File: config.mk
export PLATFORM = sky130hd
export DESIGN_NAME = rf_wrctl
export DESIGN_NICKNAME = d
export VERILOG_FILES = /design/src/rtl/rf_wrctl.sv
export SDC_FILE = /design/constraint.sdc
export NUM_CORES = 1
export LEC_CHECK = 0
export CORE_ASPECT_RATIO = 0.7
export CORE_MARGIN = 2
export CORE_UTILIZATION = 50
export DETAILED_ROUTE_END_ITERATION = 16
export GPL_ROUTABILITY_DRIVEN = 0
export PLACE_DENSITY = 0.82
export SLEW_MARGIN = 20
export SYNTH_ARGS = -nofsm -noshare
export SYNTH_HDL_FRONTEND = slang
export SYNTH_SLANG_ARGS = --single-unit
File: constraint.sdc
create_clock -name clk -period 4.6 [get_ports clk]
set_input_delay 0.92 -clock clk [delete_from_list [all_inputs] [get_ports clk]]
set_output_delay 0.92 -clock clk [all_outputs]
set_load 0.02 [all_outputs]
File: src/rtl/rf_wrctl.sv
// Register-file write-port arbiter: merges EXU and LSU writeback results onto one
// registered RF write port, with a small load buffer, WAW kill and starvation guard.
module rf_wrctl #(
  parameter int XLEN          = 32,
  parameter int LSU_BUF_DEPTH = 2,
  parameter int STARVE_LIMIT  = 4
) (
  input  logic                             clk,
  input  logic                             rst,
  input  logic                             i_exu_valid,
  input  logic [4:0]                       i_exu_rdt,
  input  logic [XLEN-1:0]                  i_exu_data,
  output logic                             o_exu_ready,
  input  logic                             i_lsu_valid,
  input  logic [4:0]                       i_lsu_rdt,
  input  logic [XLEN-1:0]                  i_lsu_data,
  output logic                             o_lsu_ready,
  output logic                             o_rf_wren,
  output logic [4:0]                       o_rf_rdt_addr,
  output logic [XLEN-1:0]                  o_rf_wdata,
  output logic [31:0]                      o_pend_mask,
  output logic [$clog2(LSU_BUF_DEPTH):0]   o_buf_cnt
);

  localparam int PW = $clog2(LSU_BUF_DEPTH);
  localparam int CW = PW + 1;
  localparam int AW = $clog2(STARVE_LIMIT + 1);

  logic [4:0]               buf_rdt_q  [LSU_BUF_DEPTH];
  logic [XLEN-1:0]          buf_data_q [LSU_BUF_DEPTH];
  logic [LSU_BUF_DEPTH-1:0] live_q, live_d, kill_hit;
  logic [PW-1:0]            head_q, head_d, tail_q, tail_d;
  logic [CW-1:0]            cnt_q, cnt_d;
  logic [AW-1:0]            age_q, age_d;
  logic                     wren_q, wren_d;
  logic [4:0]               addr_q, addr_d;
  logic [XLEN-1:0]          wdata_q, wdata_d;

  logic head_live, buf_empty, force_drain;
  logic exu_acc, exu_wr, lsu_acc, lsu_wr;
  logic pop, enq, bypass;

  assign buf_empty   = (cnt_q == '0);
  assign head_live   = live_q[head_q];
  assign force_drain = (age_q >= AW'(STARVE_LIMIT));
  assign o_exu_ready = ~force_drain;
  assign o_lsu_ready = (cnt_q < CW'(LSU_BUF_DEPTH));

  assign exu_acc = i_exu_valid & o_exu_ready;
  assign exu_wr  = exu_acc & (i_exu_rdt != 5'd0);
  assign lsu_acc = i_lsu_valid & o_lsu_ready;
  // A same-cycle EXU write to the same register is younger, so the load is dropped.
  assign lsu_wr  = lsu_acc & (i_lsu_rdt != 5'd0) & ~(exu_wr & (i_lsu_rdt == i_exu_rdt));

  always_comb begin
    pop     = 1'b0;
    bypass  = 1'b0;
    wren_d  = 1'b0;
    addr_d  = addr_q;
    wdata_d = wdata_q;
    if (force_drain && head_live) begin
      wren_d  = 1'b1;
      addr_d  = buf_rdt_q[head_q];
      wdata_d = buf_data_q[head_q];
      pop     = 1'b1;
    end else if (exu_wr) begin
      wren_d  = 1'b1;
      addr_d  = i_exu_rdt;
      wdata_d = i_exu_data;
      pop     = ~buf_empty & ~head_live;
    end else if (head_live) begin
      wren_d  = 1'b1;
      addr_d  = buf_rdt_q[head_q];
      wdata_d = buf_data_q[head_q];
      pop     = 1'b1;
    end else begin
      // Dead head leaves without a write; an empty buffer lets a load bypass.
      pop = ~buf_empty;
      if (buf_empty && lsu_wr) begin
        bypass  = 1'b1;
        wren_d  = 1'b1;
        addr_d  = i_lsu_rdt;
        wdata_d = i_lsu_data;
      end
    end
  end

  assign enq = lsu_wr & ~bypass;

  for (genvar gi = 0; gi < LSU_BUF_DEPTH; gi++) begin : g_live
    assign kill_hit[gi] = exu_wr & (buf_rdt_q[gi] == i_exu_rdt);
    assign live_d[gi]   = (live_q[gi] & ~kill_hit[gi] & ~(pop && head_q == PW'(gi)))
                        | (enq && tail_q == PW'(gi));
  end

  always_comb begin
    head_d = pop ? head_q + PW'(1) : head_q;
    tail_d = enq ? tail_q + PW'(1) : tail_q;
    cnt_d  = cnt_q + CW'(enq) - CW'(pop);
    age_d  = age_q;
    if (pop || buf_empty)
      age_d = '0;
    else if (head_live && age_q < AW'(STARVE_LIMIT))
      age_d = age_q + AW'(1);
  end

  always_comb begin
    o_pend_mask = '0;
    for (int i = 0; i < LSU_BUF_DEPTH; i++)
      if (live_q[i]) o_pend_mask[buf_rdt_q[i]] = 1'b1;
  end

  always_ff @(posedge clk) begin
    if (rst) begin
      live_q  <= '0;
      head_q  <= '0;
      tail_q  <= '0;
      cnt_q   <= '0;
      age_q   <= '0;
      wren_q  <= 1'b0;
      addr_q  <= '0;
      wdata_q <= '0;
    end else begin
      live_q  <= live_d;
      head_q  <= head_d;
      tail_q  <= tail_d;
      cnt_q   <= cnt_d;
      age_q   <= age_d;
      wren_q  <= wren_d;
      addr_q  <= addr_d;
      wdata_q <= wdata_d;
    end
  end

  // Payload storage needs no reset; the live bits qualify it.
  always_ff @(posedge clk) begin
    if (!rst && enq) begin
      buf_rdt_q[tail_q]  <= i_lsu_rdt;
      buf_data_q[tail_q] <= i_lsu_data;
    end
  end

  assign o_rf_wren     = wren_q;
  assign o_rf_rdt_addr = addr_q;
  assign o_rf_wdata    = wdata_q;
  assign o_buf_cnt     = cnt_q;

endmodule

# Word level (Yosys, flattened, before mapping)

Memories as Yosys holds them, arrays and structs flattened. A register that Yosys moved wholly into a read port is not among the register bits.
Index checks and enable logic that the tools add are counted.

Register bits after elaboration: 47
Bits in latches: 0
Bits in writable memories: 74
ROM bits: 0
Input port bits: 78
Output and inout bits: 74
Logic and storage cells: 103
Memories kept: 2

Add/subtract/negate cells: 5
Multiply operators: 0
Div/mod/pow operators: 0
Order comparisons: 8
Equal/unequal tests: 3
Shifts and indexed selects: 0
Muxes and demuxes: 32
Bitwise gates (word level): 28
Reductions and logical operators: 17

Memories:

| memory     | words | width | read ports | clocked after Yosys merged registers in | write ports | RTL line | source |
|---|---|---|---|---|---|---|---|
| buf_data_q | 2     | 32    | 1          | 1                                       | 1           | 30       | `logic [XLEN-1:0] buf_data_q [LSU_BUF_DEPTH];` |
| buf_rdt_q  | 2     | 5     | 3          | 1                                       | 1           | 29       | `logic [4:0] buf_rdt_q [LSU_BUF_DEPTH];` |

Operators with widths:

| operator                                                                             | number |
|---|---|
| 32-bit 2-to-1 mux                                                                    | 6 |
| 32-bit OR                                                                            | 1 |
| 1-bit 2-to-1 mux                                                                     | 20 |
| 5-bit 2-to-1 mux                                                                     | 4 |
| 5-bit equality test                                                                  | 3 |
| 1-bit AND                                                                            | 14 |
| 5-bit by 6-bit less-than comparator with 1-bit output (second input constant)        | 2 |
| 1-bit NOT                                                                            | 11 |
| 1-bit demux with 5-bit select                                                        | 2 |
| 5-bit by 1-bit greater-or-equal comparator with 1-bit output (second input constant) | 2 |
| 1-bit logical AND                                                                    | 10 |
| 5-bit nonzero test                                                                   | 2 |
| 4-bit nonzero test                                                                   | 1 |
| 3-bit by 1-bit adder with 3-bit output (second input constant)                       | 1 |
| 3-bit greater-or-equal comparator (second input constant)                            | 1 |
| 3-bit less-than comparator (second input constant)                                   | 1 |
| 1-bit adder (second input constant)                                                  | 2 |
| 2-bit by 1-bit adder with 2-bit output                                               | 1 |
| 2-bit logical NOT                                                                    | 1 |
| 1-bit by 2-bit less-than comparator with 1-bit output (second input constant)        | 1 |
| 2-bit less-than comparator (second input constant)                                   | 1 |
| 1-bit OR                                                                             | 2 |
| 2-bit OR reduction                                                                   | 1 |
| 2-bit by 1-bit subtractor with 2-bit output                                          | 1 |
| other kinds (2)                                                                      | 2 |

# Depth between registers and ports, before layout

Gate-level depths: netlist of the first run.

Word-level depth: 17
Gate-level depth with buffers: 13
Depth with buffers taken out: 11

# Least setup slack after synthesis of the first run

Ideal clock, no wire load.

Path type: input port to flip-flop
Start: input i_exu_rdt[1]
End: memory buf_data_q[1][0] (enable)
Setup time: 0.431 ns
Data arrival time: 3.736 ns
Required time: 4.169 ns
Slack: 0.433 ns
Stages on the path: 6
Buffers on the path: 1
Cell sequence: or4_4 o21a_1 buf_6 a31oi_2 nand2_1 nor2_1

Longest elaborated chain between the ends: 15
Elaborated cells on any way between the ends: 16
Those cells by class: eq/ne (1); mux (6); bitwise (6); reduce/logical (3)

Ends and longest elaborated chain:

| item                                     | RTL line | source |
|---|---|---|
| start, declared                          | 11       | `input logic [4:0] i_exu_rdt,` |
| 5-bit nonzero test                       | 50       | `assign exu_wr = exu_acc & (i_exu_rdt != 5'd0);` |
| 1-bit AND                                | 50       |  |
| 1-bit AND                                | 53       | `assign lsu_wr = lsu_acc & (i_lsu_rdt != 5'd0) & ~(exu_wr & (i_lsu_rdt == i_exu_rdt));` |
| 1-bit NOT                                | 53       |  |
| 1-bit AND                                | 53       |  |
| 1-bit logical AND                        | 79       | `if (buf_empty && lsu_wr) begin` |
| 1-bit 2-to-1 mux                         | 79       |  |
| 1-bit 2-to-1 mux                         | 71       | `end else if (head_live) begin` |
| 1-bit 2-to-1 mux                         | 66       | `end else if (exu_wr) begin` |
| 1-bit 2-to-1 mux                         | 61       | `if (force_drain && head_live) begin` |
| 1-bit NOT                                | 88       | `assign enq = lsu_wr & ~bypass;` |
| 1-bit AND *                              | 88       |  |
| 1-bit logical AND *                      | 137      | `if (!rst && enq) begin` |
| 1-bit 2-to-1 mux *                       | 137      |  |
| 1-bit 2-to-1 mux (not written as such) * | 139      | `buf_data_q[tail_q] <= i_lsu_data;` |
| end, declared                            | 30       |  |

Mark *: on every way between the ends. The rest lies on a longest branch, timed or not.

# Worst setup path after layout of the first run

Start: input i_exu_rdt[1]
End: register cnt_q[1], in the netlist o_buf_cnt[1]

Longest elaborated chain between the ends: 14
Elaborated cells on any way between the ends: 17
Those cells by class: add/sub (2); eq/ne (1); mux (6); bitwise (6); reduce/logical (2)

Ends and longest elaborated chain:

| item                                          | RTL line | source |
|---|---|---|
| 5-bit nonzero test                            | 50       |  |
| 1-bit AND                                     | 50       |  |
| 1-bit AND                                     | 53       |  |
| 1-bit NOT                                     | 53       |  |
| 1-bit AND                                     | 53       |  |
| 1-bit logical AND                             | 79       |  |
| 1-bit 2-to-1 mux                              | 79       |  |
| 1-bit 2-to-1 mux                              | 71       |  |
| 1-bit 2-to-1 mux                              | 66       |  |
| 1-bit 2-to-1 mux                              | 61       |  |
| 1-bit NOT                                     | 88       |  |
| 1-bit AND                                     | 88       |  |
| 2-bit by 1-bit adder with 2-bit output        | 99       | `cnt_d = cnt_q + CW'(enq) - CW'(pop);` |
| 2-bit by 1-bit subtractor with 2-bit output * | 99       |  |
| end signal, assigned                          | 127      | `cnt_q <= cnt_d;` |
| end, declared                                 | 33       | `logic [CW-1:0] cnt_q, cnt_d;` |

Marks and branches as above.
A chain may end at the register's enable or synchronous reset.

==> results.cfg, run 1 <==
[status]
status = finished clean

[min_path]
hp-class = reg -> reg
hold_end = o_rf_rdt_addr[0]
holdPathStages = 2
min_from = o_rf_rdt_addr[0]

[cts]
cts_setup_buffers = 0
worstSkewPairLatency_ps = 410
cts_root_buffer = clkbuf_16
ctsResizeCount = 0
htreeDepth = 4
cts_hold_buffers = 0
cts_num_sinks = 122
path_clk_slew_ps = 60
cts_tree = yes
cts_buffer_depth = 2
numCtsBuffers = 17

[sta]
setup-tns-final_ps = 0
worstMarginPinSlew_ps = 769.7
finalCritPeriodShare_pct = 79.34
fin_worst_skew_ps = 7.991
final_max_slew_viol_count = 0
hold_viol_final = 0
setup_viol = 0
rsz0062_at_grt = no
timing.fmax_mhz = 274.0
period_needed_ps = 3650
worst_hold_slack_ps = 500.1
slew_headroom_pct = 47.22

[detailed_routing]
ant_nets = 0
vias = 4795
via_per_inst = 5.819
dr.pass1.iters = 5
first_iter_violations = 497
wl_per_cell_um = 19.25
drc = 0
wl_um = 15860

[yosys]
yosysWarnings = 0
synth_nets = 603
syn_area_mm2 = 0.006040
yosysSeqAreaShare_pct = 52.70
synth_flop_cell = edfxtp_1
syn_avg_cell_area_um2 = 11.61
ys_types = 43
synth-edff-count = 74
ys_seq_elements = 122
async_flop_share_pct = 0
synth_cells = 520

[final_layout]
final_util_pct = 70.42
drive_gt1_share_pct = 17.39
num_antenna_cells = 0
areaGrowthSynthToFinish_pct = 36.73
design_area_mm2 = 0.008258
final_nets = 737

[critical_path]
crit_type = in -> reg
critPathLaunchType = input port
cp-startpoint = i_exu_rdt[1]
r2r_cells = 10
critPathArrivalTime_ps = 3950
endpoint_kind = flip-flop
rr_startpoint = live_q[1]
r2r_setup_slack_ps = 1470
path_max_fanout = 6
required_ps = 4900
reg2reg_to = o_buf_cnt[1]

[die]
dieArea_mm2 = 0.01299
die_w_um = 135.4
core_mm2 = 0.01173
start_util_pct = 51.50
die_h_um = 95.96
boundaryPins = 152
num_rows = 33

[placement]
port_buffers = 151
post-dp-hpwl_um = 10580
place_area_mm2 = 0.007637

[global_routing]
antenna_found_initial = 0
grt.total_usage_pct = 24.57
grt_pass1_vias = 4610
grt_max_degree = 50
grt_pass1_wl_um = 24290
grt_overflow = 0

[pwr]
p_per_area_mw_per_mm2 = 490.1
design_power_total_mw = 4.047
ir_drop_uv = 345.1
p_leak_nw = 2.740

[flow_run]
max-cap-violations = 0
-- stage by stage --
step           worst slack [ps]  instances
5_1_grt                   816.7        824
3_5_place_dp              608.4        792
2_1_floorplan             433.1        520
6_report                  950.3        824
3_3_place_gp              681.4        792
4_1_cts                   992.1        824
-- report_power, final --
group	total [mW]	internal (mW)	leakage, nW	switching, mW
Clock	1.38	0.914	0.296	0.467
Combinational	1.19	0.536	1.37	0.655
Sequential	1.47	1.32	1.07	0.159
-- cell usage in the layout, fill, tap and decap left out, types with 4 or more instances in the layout --
master / n
nor2b_1: 4
nand3b_1: 10
nand3_1: 6
buf_4: 6
nor3_1: 5
nor2_1: 81
xnor2_1: 8
clkdlybuf4s50_1: 150
a21oi_1: 35
clkbuf_16: 17
a211oi_2: 60
o22ai_1: 32
ha_1: 5
clkinv_2: 4
dfxtp_1: 47
or3b_2: 6
mux2i_1: 40
xor2_1: 11
edfxtp_1: 74
bufinv_16: 4
nand2_1: 5
a211oi_1: 11
inv_1: 5
-- per-layer routing --
| layer | wire length, um | share of wire [%] | vias to the layer above | global-route usage, % |
|---|---|---|---|---|
| met1 | 7027 | 44 | 2260 | 33.69 |
| met5 | 0 | 0 | - | 0 |
| met4 | 257 | 1.6 | 0 | 8.767 |
| met2 | 7137 | 45 | 256 | 37.14 |
| li1 | - | - | 2249 | - |
| met3 | 1441 | 9.1 | 30 | 7.530 |
-- state kept, by name, indices dropped and copies added (netlist names), named ones only --
register and flops:
o_rf_wdata 32, o_rf_rdt_addr 5, age_q 3, buf_rdt_q 10, tail_q 1, o_buf_cnt 2
buf_data_q 64, head_q 1, live_q 2, o_rf_wren 1
-- cell type report --
| class | count | area [um2] |
|---|---|---|
| Sequential cell | 122 | 3187 |
| Fill cell | 827 | 3468 |
| Clock buffer | 19 | 442.9 |
| Inverter | 5 | 18.77 |
| Tap cell | 157 | 196.4 |
| Clock inverter | 13 | 175.2 |
| Timing Repair Buffer | 159 | 1592 |
| Multi-Input combinational cell | 349 | 2646 |
-- kinds of logic (layout without fill, tap and decap cells) --
group | Yosys count | in the layout | share of synthesized area (%)
AND/OR/NAND/NOR | 131 | 131 | 10.25
AO/OA/AOI/OAI | 153 | 153 | 22.29
flip-flops | 122 | 122 | 52.70
XOR/XNOR | 19 | 19 | 2.755
multiplexers | 41 | 41 | 6.816
buffers and inverters | 49 | 196 | 4.144
adder cells (fa/ha/maj) | 5 | 5 | 1.036
-- Yosys cell counts (all sizes together), types with 2 or more instances --
master  number  area [um2]
ha           5       62.56
nor2b        4       25.02
o21ai        3       26.28
buf         13       115.1
nor3         5       25.02
clkbuf      31       116.4
nand4        3       18.77
o311a        2       20.02
o22ai       32       200.2
inv          5       18.77
dfxtp       48       960.9
edfxtp      74        2222
xor2        11       96.34
nand3        6       30.03
o21a         2       15.01
or3b         6       52.55
or3          2       12.51
o311ai       2       17.52
mux2i       40       400.4
nand3b      10       75.07
a32oi        2       17.52
nor2        83       311.6
a21oi       35       175.2
a211oi      71       833.3
and2         2       12.51
xnor2        8       70.07
or4          2       18.77
nand2        5       18.77
-- how the worst max path moves through the flow --
stage	end	slack [ps]	depth (start not counted)
floorplan	buf_data_q[1][0]	430	6
global placement	o_buf_cnt[1]	680	12
detailed placement	o_buf_cnt[1]	610	12
CTS	o_buf_cnt[1]	990	12
global route	o_buf_cnt[1]	820	12
finish	o_buf_cnt[1]	950	12
-- worst max-delay path, cell delays in order --
cell             delay (ps)
clkdlybuf4s50_1         520
or4_4                   620
o21a_4                  240
a31oi_2                 190
nand2_1                 280
xnor2_1                 220
ha_1                    200
xnor2_1                 220
nor2b_1                 210
o211a_1                 160
mux2i_1                  70
o311ai_0                100
No activity file was read; power rests on OpenSTA's default activity.
==> inputs of run 2 (changes only) <==
Clock period 4.6 ns to 3.48 ns, I/O delays scaled along.
==> run 2 against run 1 <==
Compared with the run above:
- core utilization grew 1.0 points
- flip-flop and latch count is the same
- via count grew 1.1%
- first-iteration DRC count shrank 19%
- register-to-register slack lost 370 ps
- critical path type is now reg -> out
- sequential power grew 30%
- final cell count grew 1.5%
- sequential share of layout area shrank 0.57 points
- largest cell class unchanged
- design area grew 1.4%
- critical path depth shrank 9
- total power grew 35%
- wire length shrank 1.5%
==> results.cfg, run 2 (same netlist as run 1, synthesis figures left out) <==
[pwr]
p_int_mw = 3.752
power_frac_clock_pct = 35.1
p_seq_share_pct = 34.8
p_leak_nw = 2.809
p_per_area_mw_per_mm2 = 653.0
p_sw_mw = 1.717
power.switching_fraction_pct = 31.39
design_power_total_mw = 5.469
comb_power_share_pct = 30.1
ir_drop_uv = 509.6

[global_routing]
grt_pass1_vias = 4752
grt.total_usage_pct = 24.61
grt_pass1_wl_um = 24630
antenna_found_initial = 0
grt_max_degree = 71
grt_overflow = 0

[critical_path]
critPathArrivalTime_ps = 2420
critPathMaxStageDelay_ps = 670
crit_family = buffers and inverters
endpoint_kind = output pin
path_max_fanout = 8
path_cells = or3b_2 > o22ai_1 > clkdlybuf4s50_1
critPathBufInv = 1
crit_slowest_cell = clkdlybuf4s50_1
crit_type = reg -> out
critPathLaunchType = flip-flop
required_ps = 2780

[placement]
post-dp-hpwl_um = 10560
place_ws_ps = 39.68
port_buffers = 151

[die]
start_util_pct = 51.50
core_mm2 = 0.01173
num_rows = 33
die_h_um = 95.96
die_w_um = 135.4
boundaryPins = 152
dieArea_mm2 = 0.01299

[detailed_routing]
first_iter_violations = 404
wl_per_cell_um = 18.70
vias = 4846
via_per_inst = 5.797
ant_nets = 0
wl_um = 15630
drc = 0
dr.pass1.iters = 8

[final_layout]
mostFrequentLayoutCells = clkdlybuf4s50_1, nor2_1, edfxtp_1, a211oi_2, dfxtp_1
final_util_pct = 71.43
final_nets = 749
regMostFlops = buf_data_q
fillers = 796
areaGrowthSynthToFinish_pct = 38.68
drive_gt1_share_pct = 19.15
largest_reg_flops = 64
num_antenna_cells = 0
final_common_cell = clkdlybuf4s50_1

[sta]
slew_headroom_pct = 42.08
timing.fmax_mhz = 321.1
finalCritPeriodShare_pct = 89.49
hold_viol_final = 0
rsz0062_at_grt = no
setup-tns-final_ps = 0
setup_viol = 0
final_max_slew_viol_count = 0
worstMarginPinSlew_ps = 868.8
period_needed_ps = 3114
fin_worst_skew_ps = 8.749
worst_hold_slack_ps = 503.1
fin_ws_ps = 365.7

[cts]
path_clk_slew_ps = 60
ctsResizeCount = 0
htreeDepth = 4
numCtsBuffers = 17
cts_setup_buffers = 0
cts_buffer_depth = 2
worstSkewPairLatency_ps = 410
cts_num_sinks = 122
cts_tree = yes
cts_hold_buffers = 0
cts_root_buffer = clkbuf_16

[flow_run]
max-cap-violations = 0

[status]
status = finished clean

[min_path]
hp-class = reg -> reg
==> run 2: changes by cell type in the layout (fill, tap and decap cells not counted), sizes merged <==
cell,before,now
bufinv,4,5
inv,5,6
clkbuf,19,17
buf,9,21
==> run 2: routing by layer <==
layer  track usage (%)  wire (um)  up-vias
met2             38.28       7060      225
met1             34.18       7121     2336
li1                  -          -     2266
met3             7.109       1309       19
met4             6.250        139        0
met5                 0          0        -
==> run 2: path summary, 6_finish.rpt <==
path                      end  depth (start not counted)              from  slack, ps
min          o_rf_rdt_addr[0]                          2  o_rf_rdt_addr[0]        500
min reg2reg  o_rf_rdt_addr[0]                          2  o_rf_rdt_addr[0]        500
max reg2reg      o_buf_cnt[1]                         11            head_q       1100
max           o_pend_mask[24]                          3   buf_rdt_q[0][0]        370
==> run 2: cell type report <==
class	count	area [um2]	share of cell area, %
Clock inverter	15	222.7	2.659
Multi-Input combinational cell	349	2646	31.60
Inverter	5	18.77	0.2241
Clock buffer	17	425.4	5.079
Tap cell	157	196.4	2.345
Timing Repair Buffer	171	1682	20.08
Sequential cell	122	3184	38.02
==> run 2: worst register-to-register path, delay by kind of cell, from the launching register on <==
family	cells	cell delay [ps]
XOR/XNOR	2	300
AND/OR/NAND/NOR	4	610
adder cells (fa/ha/maj)	1	190
flip-flops	1	430
AO/OA/AOI/OAI	2	280
multiplexers	2	460
==> run 2: metrics by stage <==
step	instance area [um2]	instances
final	8376	836
after CTS	8376	836
after floorplan	6040	520
after detailed placement	7727	804
after global routing	8376	836
after global placement	7727	804
==> run 2: power by group through the flow <==
| stage | registers (mW) | clock network (mW) | logic, mW |
|---|---|---|---|
| 4_1_cts | 1.91 | 1.94 | 1.65 |
| 6_report | 1.91 | 1.92 | 1.65 |
| 2_1_floorplan | 1.99 | 0 | 1.00 |
| 3_3_place_gp | 1.92 | 0 | 1.60 |
| 5_1_grt | 1.93 | 2.02 | 1.77 |
| 3_5_place_dp | 1.94 | 0 | 1.63 |
==> inputs of run 3 (changes only) <==
==> constraint.sdc (replaced) <==
create_clock -name clk -period 3.48 [get_ports clk]
set_input_delay 1.044 -clock clk [delete_from_list [all_inputs] [get_ports clk]]
set_output_delay 1.044 -clock clk [all_outputs]
set_load 0.02 [all_outputs]
==> run 3 against run 2 <==
Compared with the run above:
- clock skew increased by 4.1 ps
- clock power decreased by 10%
- core utilization increased by 1.2 points
- global-route usage increased by 0.30 points
- non-clock buffer count increased by 20
- total power decreased by 2.2%
- sequential power about the same
- setup slack got worse by 310 ps
- first-iteration DRC count increased by 35%
- final cell count increased by 2.4%
==> results.cfg, run 3 (same netlist as run 1, synthesis figures left out) <==
[status]
status = finished clean

[critical_path]
path_max_fanout = 8
reg2reg_to = o_rf_wdata[7]
endpoint_kind = output pin
critPathArrivalTime_ps = 2380
critPathBufInv = 1
r2r_cells = 7
critPathLaunchType = flip-flop
required_ps = 2440
crit_slowest_cell = clkdlybuf4s50_1
path_cells = or3b_2 > o22ai_1 > clkdlybuf4s50_1
critical_path_depth = 3
critPathMaxStageDelay_ps = 640
crit_family = buffers and inverters
rr_startpoint = age_q[2]
crit_type = reg -> out
r2r_setup_slack_ps = 1130

[pwr]
p_per_area_mw_per_mm2 = 628.6
ir_drop_uv = 564.9
design_power_total_mw = 5.349
p_leak_nw = 2.900

[final_layout]
fin_cells = 856
regMostFlops = buf_data_q
drive_gt1_share_pct = 20.89
final_util_pct = 72.58
areaGrowthSynthToFinish_pct = 40.92
largest_reg_flops = 64
final_common_cell = clkdlybuf4s50_1
num_antenna_cells = 0
mostFrequentLayoutCells = clkdlybuf4s50_1, nor2_1, edfxtp_1, a211oi_2, dfxtp_1
design_area_mm2 = 0.008511
final_nets = 769

[placement]
place_ws_ps = -274.4
place_area_mm2 = 0.007851
port_buffers = 151
placedCellCount = 815
post-dp-hpwl_um = 11070

[sta]
worstMarginPinSlew_ps = 893.7
final_max_slew_viol_count = 0
slew_headroom_pct = 40.42
setup_viol = 0
period_needed_ps = 3423
finalCritPeriodShare_pct = 98.37
fin_ws_ps = 56.78
timing.fmax_mhz = 292.1
fin_worst_skew_ps = 12.90
hold_viol_final = 0
setup-tns-final_ps = 0
worst_hold_slack_ps = 513.2

[die]
dieArea_mm2 = 0.01299
start_util_pct = 51.50
die_w_um = 135.4
num_rows = 33
die_h_um = 95.96
core_mm2 = 0.01173
boundaryPins = 152

[detailed_routing]
vias = 5049
wl_per_cell_um = 18.77
dr.pass1.iters = 5
first_iter_violations = 544
drc = 0
wl_um = 16060
via_per_inst = 5.898
ant_nets = 0

[cts]
cts_hold_buffers = 0
htreeDepth = 4
cts_buffer_depth = 2
numCtsBuffers = 17
cts_num_sinks = 122
cts_tree = yes
cts_root_buffer = clkbuf_16
worstSkewPairLatency_ps = 410
path_clk_slew_ps = 50

[global_routing]
grt_pass1_vias = 4856
antenna_found_initial = 0
grt.total_usage_pct = 24.91
grt_overflow = 0
grt_pass1_wl_um = 24700
grt_max_degree = 71

[min_path]
min_from = o_rf_rdt_addr[1]
hp-class = reg -> reg
holdPathStages = 2
hold_end = o_rf_rdt_addr[1]

[flow_run]
max-cap-violations = 0
==> run 3: cell count changes in the layout (fill, tap and decap cells not counted), sizes merged <==
cell	delta
buf	+20
bufinv	-3
clkbuf	+7
clkinv	-1
clkinvlp	-2
inv	-1
==> run 3: worst reg2reg max path, cell delays in order (launching register included) <==
cell and delay [ps]:
dfxtp_1 340, nor2b_1 300, o21a_4 210, buf_4 380, buf_4 550, a211oi_1 150, a21oi_1 220, a211oi_2 90
==> run 3: final cells by class <==
type / count / area [um2]
Tap cell: 157 / 196.4
Timing Repair Buffer: 191 / 1869
Inverter: 5 / 18.77
Sequential cell: 122 / 3184
Multi-Input combinational cell: 349 / 2658
Clock inverter: 8 / 91.34
Fill cell: 806 / 3216
Clock buffer: 24 / 493.0
==> run 3: worst max-delay path by stage <==
| stage | startpoint | to |
|---|---|---|
| floorplan | i_exu_rdt[1] | buf_data_q[1][0] |
| global placement | i_exu_rdt[1] | o_buf_cnt[1] |
| detailed placement | i_exu_rdt[1] | o_buf_cnt[1] |
| CTS | buf_rdt_q[0][2] | o_pend_mask[9] |
| global route | buf_rdt_q[1][4] | o_pend_mask[9] |
| finish | buf_rdt_q[0][0] | o_pend_mask[24] |
==> run 3: metal layers <==
layer | share of wire (%) | global-route usage [%] | vias up
li1 | - | - | 2307
met1 | 42 | 33.36 | 2425
met2 | 46 | 40.02 | 278
met3 | 9.2 | 6.793 | 39
met4 | 1.9 | 7.552 | 0
met5 | 0 | 0 | -
==> run 3: where the power goes <==
group          switching (mW)  leakage, nW  internal, mW  total, mW
Combinational           0.917         1.54         0.794       1.71
Sequential              0.186         1.07          1.74       1.92
Clock                   0.589        0.287          1.13       1.72
Total                    1.69         2.90          3.66       5.35
==> run 3: timing repair <==
| item | CTS | global route |
|---|---|---|
| gates resized for setup | 0 | 1 |
| endpoints found under the setup margin | 0 | 6 |
| buffers inserted | 0 | 9 |
